[src/rtl/id_ex_pkg.sv]
// Shared constants and types for the ID/EX pipeline register and its hazard unit.
package id_ex_pkg;

    localparam int ALUCTRL_W = 2;
    localparam int FLAGW_W   = 2;
    localparam int COND_W    = 4;

    localparam logic [1:0] FWD_REGFILE    = 2'b00;
    localparam logic [1:0] FWD_RESULTW    = 2'b01;
    localparam logic [1:0] FWD_ALURESULTM = 2'b10;

    localparam logic [3:0] PC_REG = 4'd15;

    typedef struct packed {
        logic                 reg_write;
        logic                 mem_write;
        logic                 memto_reg;
        logic                 branch;
        logic                 alu_src;
        logic [ALUCTRL_W-1:0] alu_control;
        logic [FLAGW_W-1:0]   flag_write;
        logic [COND_W-1:0]    cond;
    } ctrl_t;

endpackage

[src/rtl/id_ex_stage_hazard_detect.sv]
// Load-use stall, branch flush and operand-forwarding selection, all combinational.
module hazard_detect
    import id_ex_pkg::*;
#(
    parameter int RA_W = 4
) (
    input  logic            reg_write_e,
    input  logic            memto_reg_e,
    input  logic [RA_W-1:0] ra1_d,
    input  logic [RA_W-1:0] ra2_d,
    input  logic [RA_W-1:0] wa3_e,
    input  logic [RA_W-1:0] ra1_e,
    input  logic [RA_W-1:0] ra2_e,
    input  logic [RA_W-1:0] wa3_m,
    input  logic [RA_W-1:0] wa3_w,
    input  logic            reg_write_m,
    input  logic            reg_write_w,
    input  logic            branch_taken_e,
    output logic [1:0]      forward_a_e,
    output logic [1:0]      forward_b_e,
    output logic            stall_f,
    output logic            stall_d,
    output logic            flush_d,
    output logic            flush_e,
    output logic            ldr_stall
);

    localparam logic [RA_W-1:0] PC_ADDR = RA_W'(PC_REG);

    // Memory-stage result wins over writeback; reads of the PC are never forwarded.
    function automatic logic [1:0] fwd_sel(
        input logic [RA_W-1:0] ra,
        input logic [RA_W-1:0] wa_m,
        input logic [RA_W-1:0] wa_w,
        input logic            we_m,
        input logic            we_w
    );
        if (we_m && (ra == wa_m) && (ra != PC_ADDR))
            return FWD_ALURESULTM;
        else if (we_w && (ra == wa_w) && (ra != PC_ADDR))
            return FWD_RESULTW;
        return FWD_REGFILE;
    endfunction

    always_comb begin
        ldr_stall   = memto_reg_e && reg_write_e && ((ra1_d == wa3_e) || (ra2_d == wa3_e));
        stall_f     = ldr_stall;
        stall_d     = ldr_stall;
        flush_d     = branch_taken_e;
        flush_e     = ldr_stall || branch_taken_e;
        forward_a_e = fwd_sel(ra1_e, wa3_m, wa3_w, reg_write_m, reg_write_w);
        forward_b_e = fwd_sel(ra2_e, wa3_m, wa3_w, reg_write_m, reg_write_w);
    end

endmodule

[src/rtl/id_ex_stage.sv]
// ID/EX pipeline register with integrated hazard unit.
// Define ID_EX_STALL_CNT_EN to add the saturating load-use stall counter output StallCnt.
module id_ex_stage
    import id_ex_pkg::*;
#(
    parameter int DATA_W = 32,
    parameter int RA_W   = 4
) (
    input  logic                 clk,
    input  logic                 reset_n,
`ifdef ID_EX_STALL_CNT_EN
    output logic [31:0]          StallCnt,
`endif
    input  logic                 RegWriteD,
    input  logic                 MemWriteD,
    input  logic                 MemtoRegD,
    input  logic                 BranchD,
    input  logic                 ALUSrcD,
    input  logic [ALUCTRL_W-1:0] ALUControlD,
    input  logic [FLAGW_W-1:0]   FlagWriteD,
    input  logic [COND_W-1:0]    CondD,
    input  logic [DATA_W-1:0]    ReadData1D,
    input  logic [DATA_W-1:0]    ReadData2D,
    input  logic [DATA_W-1:0]    ExtImmD,
    input  logic [RA_W-1:0]      RA1D,
    input  logic [RA_W-1:0]      RA2D,
    input  logic [RA_W-1:0]      WA3D,
    input  logic [RA_W-1:0]      WA3M,
    input  logic [RA_W-1:0]      WA3W,
    input  logic                 RegWriteM,
    input  logic                 RegWriteW,
    input  logic                 BranchTakenE,
    output logic                 RegWriteE,
    output logic                 MemWriteE,
    output logic                 MemtoRegE,
    output logic                 BranchE,
    output logic                 ALUSrcE,
    output logic [ALUCTRL_W-1:0] ALUControlE,
    output logic [FLAGW_W-1:0]   FlagWriteE,
    output logic [COND_W-1:0]    CondE,
    output logic [DATA_W-1:0]    ReadData1E,
    output logic [DATA_W-1:0]    ReadData2E,
    output logic [DATA_W-1:0]    ExtImmE,
    output logic [RA_W-1:0]      RA1E,
    output logic [RA_W-1:0]      RA2E,
    output logic [RA_W-1:0]      WA3E,
    output logic [1:0]           ForwardAE,
    output logic [1:0]           ForwardBE,
    output logic                 StallF,
    output logic                 StallD,
    output logic                 FlushD,
    output logic                 FlushE
);

    ctrl_t             ctrl_d, ctrl_q;
    logic [DATA_W-1:0] rd1_d, rd1_q, rd2_d, rd2_q, imm_d, imm_q;
    logic [RA_W-1:0]   ra1_d, ra1_q, ra2_d, ra2_q, wa3_d, wa3_q;
    logic              ldr_stall;

    hazard_detect #(.RA_W(RA_W)) u_hazard (
        .reg_write_e    (ctrl_q.reg_write),
        .memto_reg_e    (ctrl_q.memto_reg),
        .ra1_d          (RA1D),
        .ra2_d          (RA2D),
        .wa3_e          (wa3_q),
        .ra1_e          (ra1_q),
        .ra2_e          (ra2_q),
        .wa3_m          (WA3M),
        .wa3_w          (WA3W),
        .reg_write_m    (RegWriteM),
        .reg_write_w    (RegWriteW),
        .branch_taken_e (BranchTakenE),
        .forward_a_e    (ForwardAE),
        .forward_b_e    (ForwardBE),
        .stall_f        (StallF),
        .stall_d        (StallD),
        .flush_d        (FlushD),
        .flush_e        (FlushE),
        .ldr_stall      (ldr_stall)
    );

    // A flush loads an all-zero bubble; there is deliberately no hold path.
    always_comb begin
        ctrl_d = '0;
        rd1_d  = '0;
        rd2_d  = '0;
        imm_d  = '0;
        ra1_d  = '0;
        ra2_d  = '0;
        wa3_d  = '0;
        if (!FlushE) begin
            ctrl_d = '{RegWriteD, MemWriteD, MemtoRegD, BranchD, ALUSrcD,
                       ALUControlD, FlagWriteD, CondD};
            rd1_d  = ReadData1D;
            rd2_d  = ReadData2D;
            imm_d  = ExtImmD;
            ra1_d  = RA1D;
            ra2_d  = RA2D;
            wa3_d  = WA3D;
        end
    end

    always_ff @(posedge clk or negedge reset_n) begin
        if (!reset_n) begin
            ctrl_q <= '0;
            rd1_q  <= '0;
            rd2_q  <= '0;
            imm_q  <= '0;
            ra1_q  <= '0;
            ra2_q  <= '0;
            wa3_q  <= '0;
        end else begin
            ctrl_q <= ctrl_d;
            rd1_q  <= rd1_d;
            rd2_q  <= rd2_d;
            imm_q  <= imm_d;
            ra1_q  <= ra1_d;
            ra2_q  <= ra2_d;
            wa3_q  <= wa3_d;
        end
    end

    assign RegWriteE   = ctrl_q.reg_write;
    assign MemWriteE   = ctrl_q.mem_write;
    assign MemtoRegE   = ctrl_q.memto_reg;
    assign BranchE     = ctrl_q.branch;
    assign ALUSrcE     = ctrl_q.alu_src;
    assign ALUControlE = ctrl_q.alu_control;
    assign FlagWriteE  = ctrl_q.flag_write;
    assign CondE       = ctrl_q.cond;
    assign ReadData1E  = rd1_q;
    assign ReadData2E  = rd2_q;
    assign ExtImmE     = imm_q;
    assign RA1E        = ra1_q;
    assign RA2E        = ra2_q;
    assign WA3E        = wa3_q;

`ifdef ID_EX_STALL_CNT_EN
    logic [31:0] stall_cnt_d, stall_cnt_q;

    always_comb begin
        stall_cnt_d = stall_cnt_q;
        if (ldr_stall && (stall_cnt_q != 32'hFFFF_FFFF))
            stall_cnt_d = stall_cnt_q + 32'd1;
    end

    always_ff @(posedge clk or negedge reset_n) begin
        if (!reset_n)
            stall_cnt_q <= '0;
        else
            stall_cnt_q <= stall_cnt_d;
    end

    assign StallCnt = stall_cnt_q;
`endif

endmodule

[config.mk]
export PLATFORM = sky130hd
export DESIGN_NAME = id_ex_stage
export DESIGN_NICKNAME = d
export VERILOG_FILES = /design/src/rtl/id_ex_pkg.sv /design/src/rtl/id_ex_stage_hazard_detect.sv /design/src/rtl/id_ex_stage.sv
export SDC_FILE = /design/constraint.sdc
export NUM_CORES = 1
export LEC_CHECK = 0
export ABC_AREA = 0
export CAP_MARGIN = 15
export CORE_ASPECT_RATIO = 0.8
export CORE_MARGIN = 1.5
export CORE_UTILIZATION = 37
export DETAILED_ROUTE_END_ITERATION = 8
export PLACE_DENSITY_LB_ADDON = 0.05
export SYNTH_ARGS = -nofsm -noshare
export SYNTH_HDL_FRONTEND = slang
export SYNTH_SLANG_ARGS = --single-unit
[constraint.sdc]
create_clock -name clk -period 1.8 [get_ports clk]
set_input_delay 0.27 -clock clk [delete_from_list [all_inputs] [get_ports clk]]
set_output_delay 0.27 -clock clk [all_outputs]
set_load 0.02 [all_outputs]
# Word-level counts from Yosys, hierarchy flattened
# Cells that the tools add are included.
[word_totals] out_inout_bits=129 register_bits=121 input_bits=134 word_cells=51
[op_classes] n_reduce_logical=12 mux=17 eq_ne=8
[op_table] operator="2-to-1 mux 32 bit" count=3
[op_table] operator="== test 4 bit" count=6
[op_table] operator="2-to-1 mux 13 bit" count=1
[op_table] operator="2-to-1 mux 2 bit" count=6
[op_table] operator="2-to-1 mux 4 bit" count=3
[op_table] operator="logical AND 1 bit" count=10
[op_table] operator="!= test 4 bit, second input constant" count=2
[op_table] operator="2-to-1 mux 1 bit" count=4
[op_table] operator="logical OR 1 bit" count=2

# Longest topological paths before layout
[depth] depth_word=6 mapped_depth=6 mapped_depth_nobuf=4

# Hierarchy
# A second synthesis with hierarchy kept.
[hier_totals] cells_unflattened=305 hier_area_um2=4207.8
[by_module_without_submodules] mod="id_ex_stage" seq_area_each_um2=3027.9 cells_per_inst=255 n_inst=1 area_per_inst_um2=3852.4
[by_module_without_submodules] mod="hazard_detect" seq_area_each_um2=0.0 cells_per_inst=50 n_inst=1 area_per_inst_um2=355.3

# Worst setup path before layout
# No wires, ideal clock.
[synth_path] path_type="reg2out" startpoint="register ra2_q[0] (netlist: RA2E[0])" endpoint="output port ForwardBE[0]" arrival_ns=1.433 required_ns=1.530 path_buffers=0 slack_ns=0.097 stages_incl_launch_ff=4 cell_sequence="dfrtp_1 or2_2 a21oi_1 nor3_1"
[synth_between] elab_chain_len=6 elab_cells_between_ends=11 cone_classes="eq/ne (3); mux (4); reduce/logical (4)"
[synth_lines] item="start: declaration" line="id_ex_stage.sv:57" rtl="logic [RA_W-1:0] ra1_d, ra1_q, ra2_d, ra2_q, wa3_d, wa3_q;"
[synth_lines] item="start signal: assignment" line="id_ex_stage.sv:118" rtl="ra2_q <= ra2_d;"
[synth_lines] item="== test 4 bit" line="id_ex_stage_hazard_detect.sv:40" rtl="else if (we_w && (ra == wa_w) && (ra != PC_ADDR))"
[synth_lines] item="logical AND 1 bit (2 in a row)" line="id_ex_stage_hazard_detect.sv:40"
[synth_lines] item="2-to-1 mux 1 bit" line="id_ex_stage_hazard_detect.sv:40"
[synth_lines] item="2-to-1 mux 1 bit" line="id_ex_stage_hazard_detect.sv:38" rtl="if (we_m && (ra == wa_m) && (ra != PC_ADDR))"
[synth_lines] item="2-to-1 mux 2 bit (*)" line="id_ex_stage_hazard_detect.sv:42" rtl="return FWD_REGFILE;"
[synth_lines] item="end: declaration" line="id_ex_stage.sv:48" rtl="output logic [1:0] ForwardBE,"
# Every way passes the cells marked *; elsewhere a longest branch is shown, timed or not.

# Worst setup path in the final report
# Same ends and word-level chain as after synthesis.

==> flow_metrics.py <==
metrics = {
    "run_status": {
        "result_of_the_run": "finished, violations left",
        "failing_checks": "setup timing",
    },
    "critical_path": {
        "worstPathArrival_ns": 1.65,
        "regToRegEndpoint": "ReadData1E[19]$_DFF_PN0_",
        "length_in_cells_of_the_worst_reg_to_reg_path": 5,
        "worstPathRequired_ns": 1.53,
        "cp_max_fo": 3,
        "worst_setup_path_start_kind": "register",
        "critical_path_class": "register to output port",
        "critical_path_sink_type": "output port",
        "rrSetupSlack_ns": -0.03,
        "critical_path.reg2reg.startpoint": "WA3E[3]$_DFF_PN0_",
    },
    "global_routing": {
        "grt_max_degree": 122,
        "grt_antenna_before_repair": 0,
        "via_count_of_the_first_global_routing_pass": 3745,
        "grt.total_usage_pct": 20.88,
        "grt-ovfl-total": 0,
        "grt_pass1_wl_um": 19980,
    },
    "sta": {
        "finalWorstSetupSlack_ns": -0.1207,
        "grt_setup_unrepaired": "true",
        "finalHoldWorstSlack_ns": 0.3765,
        "slew_headroom_pct": 54.93,
        "final_min_period_over_clock_period_pct": 106.7,
        "clock.fmax_mhz": 520.6,
        "final_period_minus_worst_setup_slack_ns": 1.921,
        "worst-slew-pin-transition_ns": 0.6760,
        "final-hold-violation-count": 0,
        "finalSetupViolations": 29,
        "clock_skew_ns": 0.007231,
        "final_max_slew_viol_count": 0,
    },
    "synth": {
        "synth_top_family_by_area": "simple AND/OR/NAND/NOR gates",
        "synth_compound_area_share_pct": 0.7116,
        "synth-async-reset-ratio_pct": 100.0,
        "synthesis.instances": 318,
        "synth_top_cell_area_share_pct": 68.89,
        "postSynthAreaPerCell_sq_um": 13.82,
        "yosys_most_used_dff": "sky130_fd_sc_hd__dfrtp_1",
        "number_of_register_bits_inferred_by_synthesis": 121,
        "synth-simple-area-share_pct": 23.23,
        "synth_enable_flop_cells": 0,
        "synth.lib_cells_used.distinct": 15,
        "post_synth_main_area_contributors": "sky130_fd_sc_hd__dfrtp_1 69%, sky130_fd_sc_hd__nor3b_1 21%, sky130_fd_sc_hd__xnor2_1 4.0%",
        "ys_top_cells_by_count": "121 x sky130_fd_sc_hd__dfrtp_1, 121 x sky130_fd_sc_hd__nor3b_1, 20 x sky130_fd_sc_hd__xnor2_1, 14 x sky130_fd_sc_hd__clkbuf_1, 10 x sky130_fd_sc_hd__buf_2",
        "netlist_area_sq_mm": 0.004395,
        "postSynthNetCount": 452,
        "synth-adder-area-share_pct": 0,
        "synth_largest_area_cell": "sky130_fd_sc_hd__dfrtp_1",
        "ys_seq_area_share_pct": 68.89,
        "ys_warn_count": 0,
        "synthMuxAreaShare_pct": 0,
        "synth-xor-area-share_pct": 3.985,
    },
    "placement": {
        "placement.cell_area_sq_mm": 0.007201,
        "placement.io_buffers": 262,
        "global_placement_routability_congestion": 0.7515,
        "place_hpwl_um": 8939,
        "pre_cts_setup_slack_ns": -0.5372,
        "number_of_placed_cells_counting_well_taps": 712,
    },
    "detailed_routing": {
        "drt_pre_antenna_iters": 4,
        "drt-wirelength-per-cell_um": 17.28,
        "detail_route.drc_violations": 0,
        "drt_iter0_markers": 115,
        "drt_wl_total_um": 12990,
        "vias_per_cell": 4.729,
        "postRouteAntennaNets": 0,
        "dr_total_vias": 3556,
    },
    "cells_and_area": {
        "finish.net_count": 725,
        "drive_above_1_share_pct": 13.25,
        "antenna_cells": 0,
        "final_cell_area_sq_mm": 0.007949,
        "post-route-util_pct": 68.76,
        "layout.cells.non_filler": 752,
        "areaGrowthSynthToFinish_pct": 80.84,
    },
    "die": {
        "placeableCoreArea_sq_mm": 0.01156,
        "dieArea_sq_mm": 0.01255,
        "die_y_extent_um": 100.5,
        "starting_density_of_the_core_pct": 38.02,
        "top_level_ports": 263,
        "die_w_um": 124.9,
        "std_cell_rows": 35,
    },
    "cts": {
        "clk_path_buf_depth": 2,
        "tritoncts": "done",
        "htree_levels": 4,
        "tritoncts.num_buffers": 17,
        "worstSkewPairLatency_ns": 0.40,
        "path_clk_slew_ns": 0.05,
        "clock-root-buffer": "sky130_fd_sc_hd__clkbuf_16",
        "cts.sinks": 121,
    },
    "min_path": {
        "hold_class": "primary input to asynchronous set/reset pin",
    },
    "run": {
        "max_cap_viol_count": 0,
    },
    "pwr": {
        "peakVddDrop_uv": 952.7,
        "leakage_nw": 3.330,
        "power_density_mw_per_mm2": 950.7,
    },
}
-- sequential cells by signal, indices dropped and copies added (netlist names) --
| name | cells |
|---|---|
| ExtImmE | 32 |
| ReadData1E | 32 |
| ReadData2E | 32 |
| CondE | 4 |
| RA1E | 4 |
| RA2E | 4 |
| WA3E | 4 |
| ALUControlE | 2 |
| FlagWriteE | 2 |
| ALUSrcE | 1 |
| BranchE | 1 |
| MemWriteE | 1 |
| MemtoRegE | 1 |
| RegWriteE | 1 |
-- worst max-delay path, cell delays in order (launching register included) --
cell	delay, ns
sky130_fd_sc_hd__dfrtp_1	0.40
sky130_fd_sc_hd__buf_6	0.13
sky130_fd_sc_hd__xnor2_2	0.16
sky130_fd_sc_hd__nand4_1	0.15
sky130_fd_sc_hd__nor3_1	0.23
sky130_fd_sc_hd__buf_4	0.17
-- metrics by stage --
| step | setup TNS (ns) | total power (W) |
|---|---|---|
| global placement | -32.35 | 0.004067 |
| floorplan | 0 | 0.003367 |
| global route | -13.97 | 0.007841 |
| CTS | -1.545 | 0.007641 |
| detailed placement | -35.19 | 0.004086 |
| finish | -0.6740 | 0.007557 |
-- logic make-up (layout without fill, tap and decap cells) --
kind of cell	count (synthesis)	in the layout
and+or+nand+nor	143	143
buffers and inverters	29	315
xor gates and xnor gates	20	20
AOI/OAI and AO/OA	5	5
DFF	121	121
-- power breakdown --
group | switching (W) | internal [W]
Combinational | 0.000484 | 0.000654
Sequential | 0.0000576 | 0.00287
Clock | 0.00117 | 0.00232
Total | 0.00171 | 0.00584
-- final cells by class --
type                    instances  area (sq um)
fillers                       874          3612
flip-flops and latches        121          3037
repair buffers                283          2811
multi-input cells             168          1290
clock buffers                  22         484.2
well taps                     148         185.2
clock inverters                10         141.4
-- cells in the final DEF (no fill, tap or decap) --
cell type,count
sky130_fd_sc_hd__clkdlybuf4s50_1,246
sky130_fd_sc_hd__nor3b_1,121
sky130_fd_sc_hd__dfrtp_1,114
sky130_fd_sc_hd__buf_4,22
sky130_fd_sc_hd__clkbuf_16,17
sky130_fd_sc_hd__xnor2_1,15
sky130_fd_sc_hd__dfrtp_2,7
sky130_fd_sc_hd__nand4_1,6
sky130_fd_sc_hd__xnor2_2,5
sky130_fd_sc_hd__clkinvlp_4,5
sky130_fd_sc_hd__nand3_1,4
sky130_fd_sc_hd__nor2_1,4
sky130_fd_sc_hd__clkbuf_8,4
sky130_fd_sc_hd__buf_6,4
sky130_fd_sc_hd__nand2_1,3
sky130_fd_sc_hd__bufinv_16,3
sky130_fd_sc_hd__dlygate4sd2_1,3
sky130_fd_sc_hd__dlymetal6s2s_1,3
sky130_fd_sc_hd__buf_12,3
sky130_fd_sc_hd__a21oi_2,2
sky130_fd_sc_hd__a31oi_1,2
sky130_fd_sc_hd__or2_4,2
sky130_fd_sc_hd__or2_2,1
sky130_fd_sc_hd__nor3_1,1
sky130_fd_sc_hd__nor3_2,1
sky130_fd_sc_hd__a21oi_4,1
sky130_fd_sc_hd__clkbuf_1,1
sky130_fd_sc_hd__clkinv_4,1
sky130_fd_sc_hd__clkinv_2,1
sky130_fd_sc_hd__dlygate4sd3_1,1
sky130_fd_sc_hd__buf_2,1
-- worst max path at each step --
| stage | slack [ns] | end | from |
|---|---|---|---|
| floorplan | 0.1 | ForwardBE[0] | RA2E[0]$_DFF_PN0_ |
| global placement | -0.54 | FlushE | RA1D[3] |
| detailed placement | -0.54 | FlushE | RA1D[0] |
| CTS | -0.15 | StallD | WA3E[0]$_DFF_PN0_ |
| global route | -0.24 | StallF | WA3E[1]$_DFF_PN0_ |
| finish | -0.12 | ForwardBE[0] | RA2E[0]$_DFF_PN0_ |
-- metal layers --
metal	part of all wire [%]	wire length, um	up-vias	GRT usage (%)
met3	8.3	1083	27	7.909
met2	51	6590	171	35.76
met4	2.6	338	0	8.916
li1	-	-	1634	-
met5	0	0	-	0
met1	38	4981	1724	23.75
-- what timing repair did --
item | CTS | global route
buffers inserted | 5 | 2
hold buffers | 1 | 0
hold endpoints to repair | 30 | 0
resized for setup | 51 | 13
endpoints found under the setup margin | 74 | 123
pin swaps | 17 | 5
Note: power is estimated with default switching activity, not from simulation.
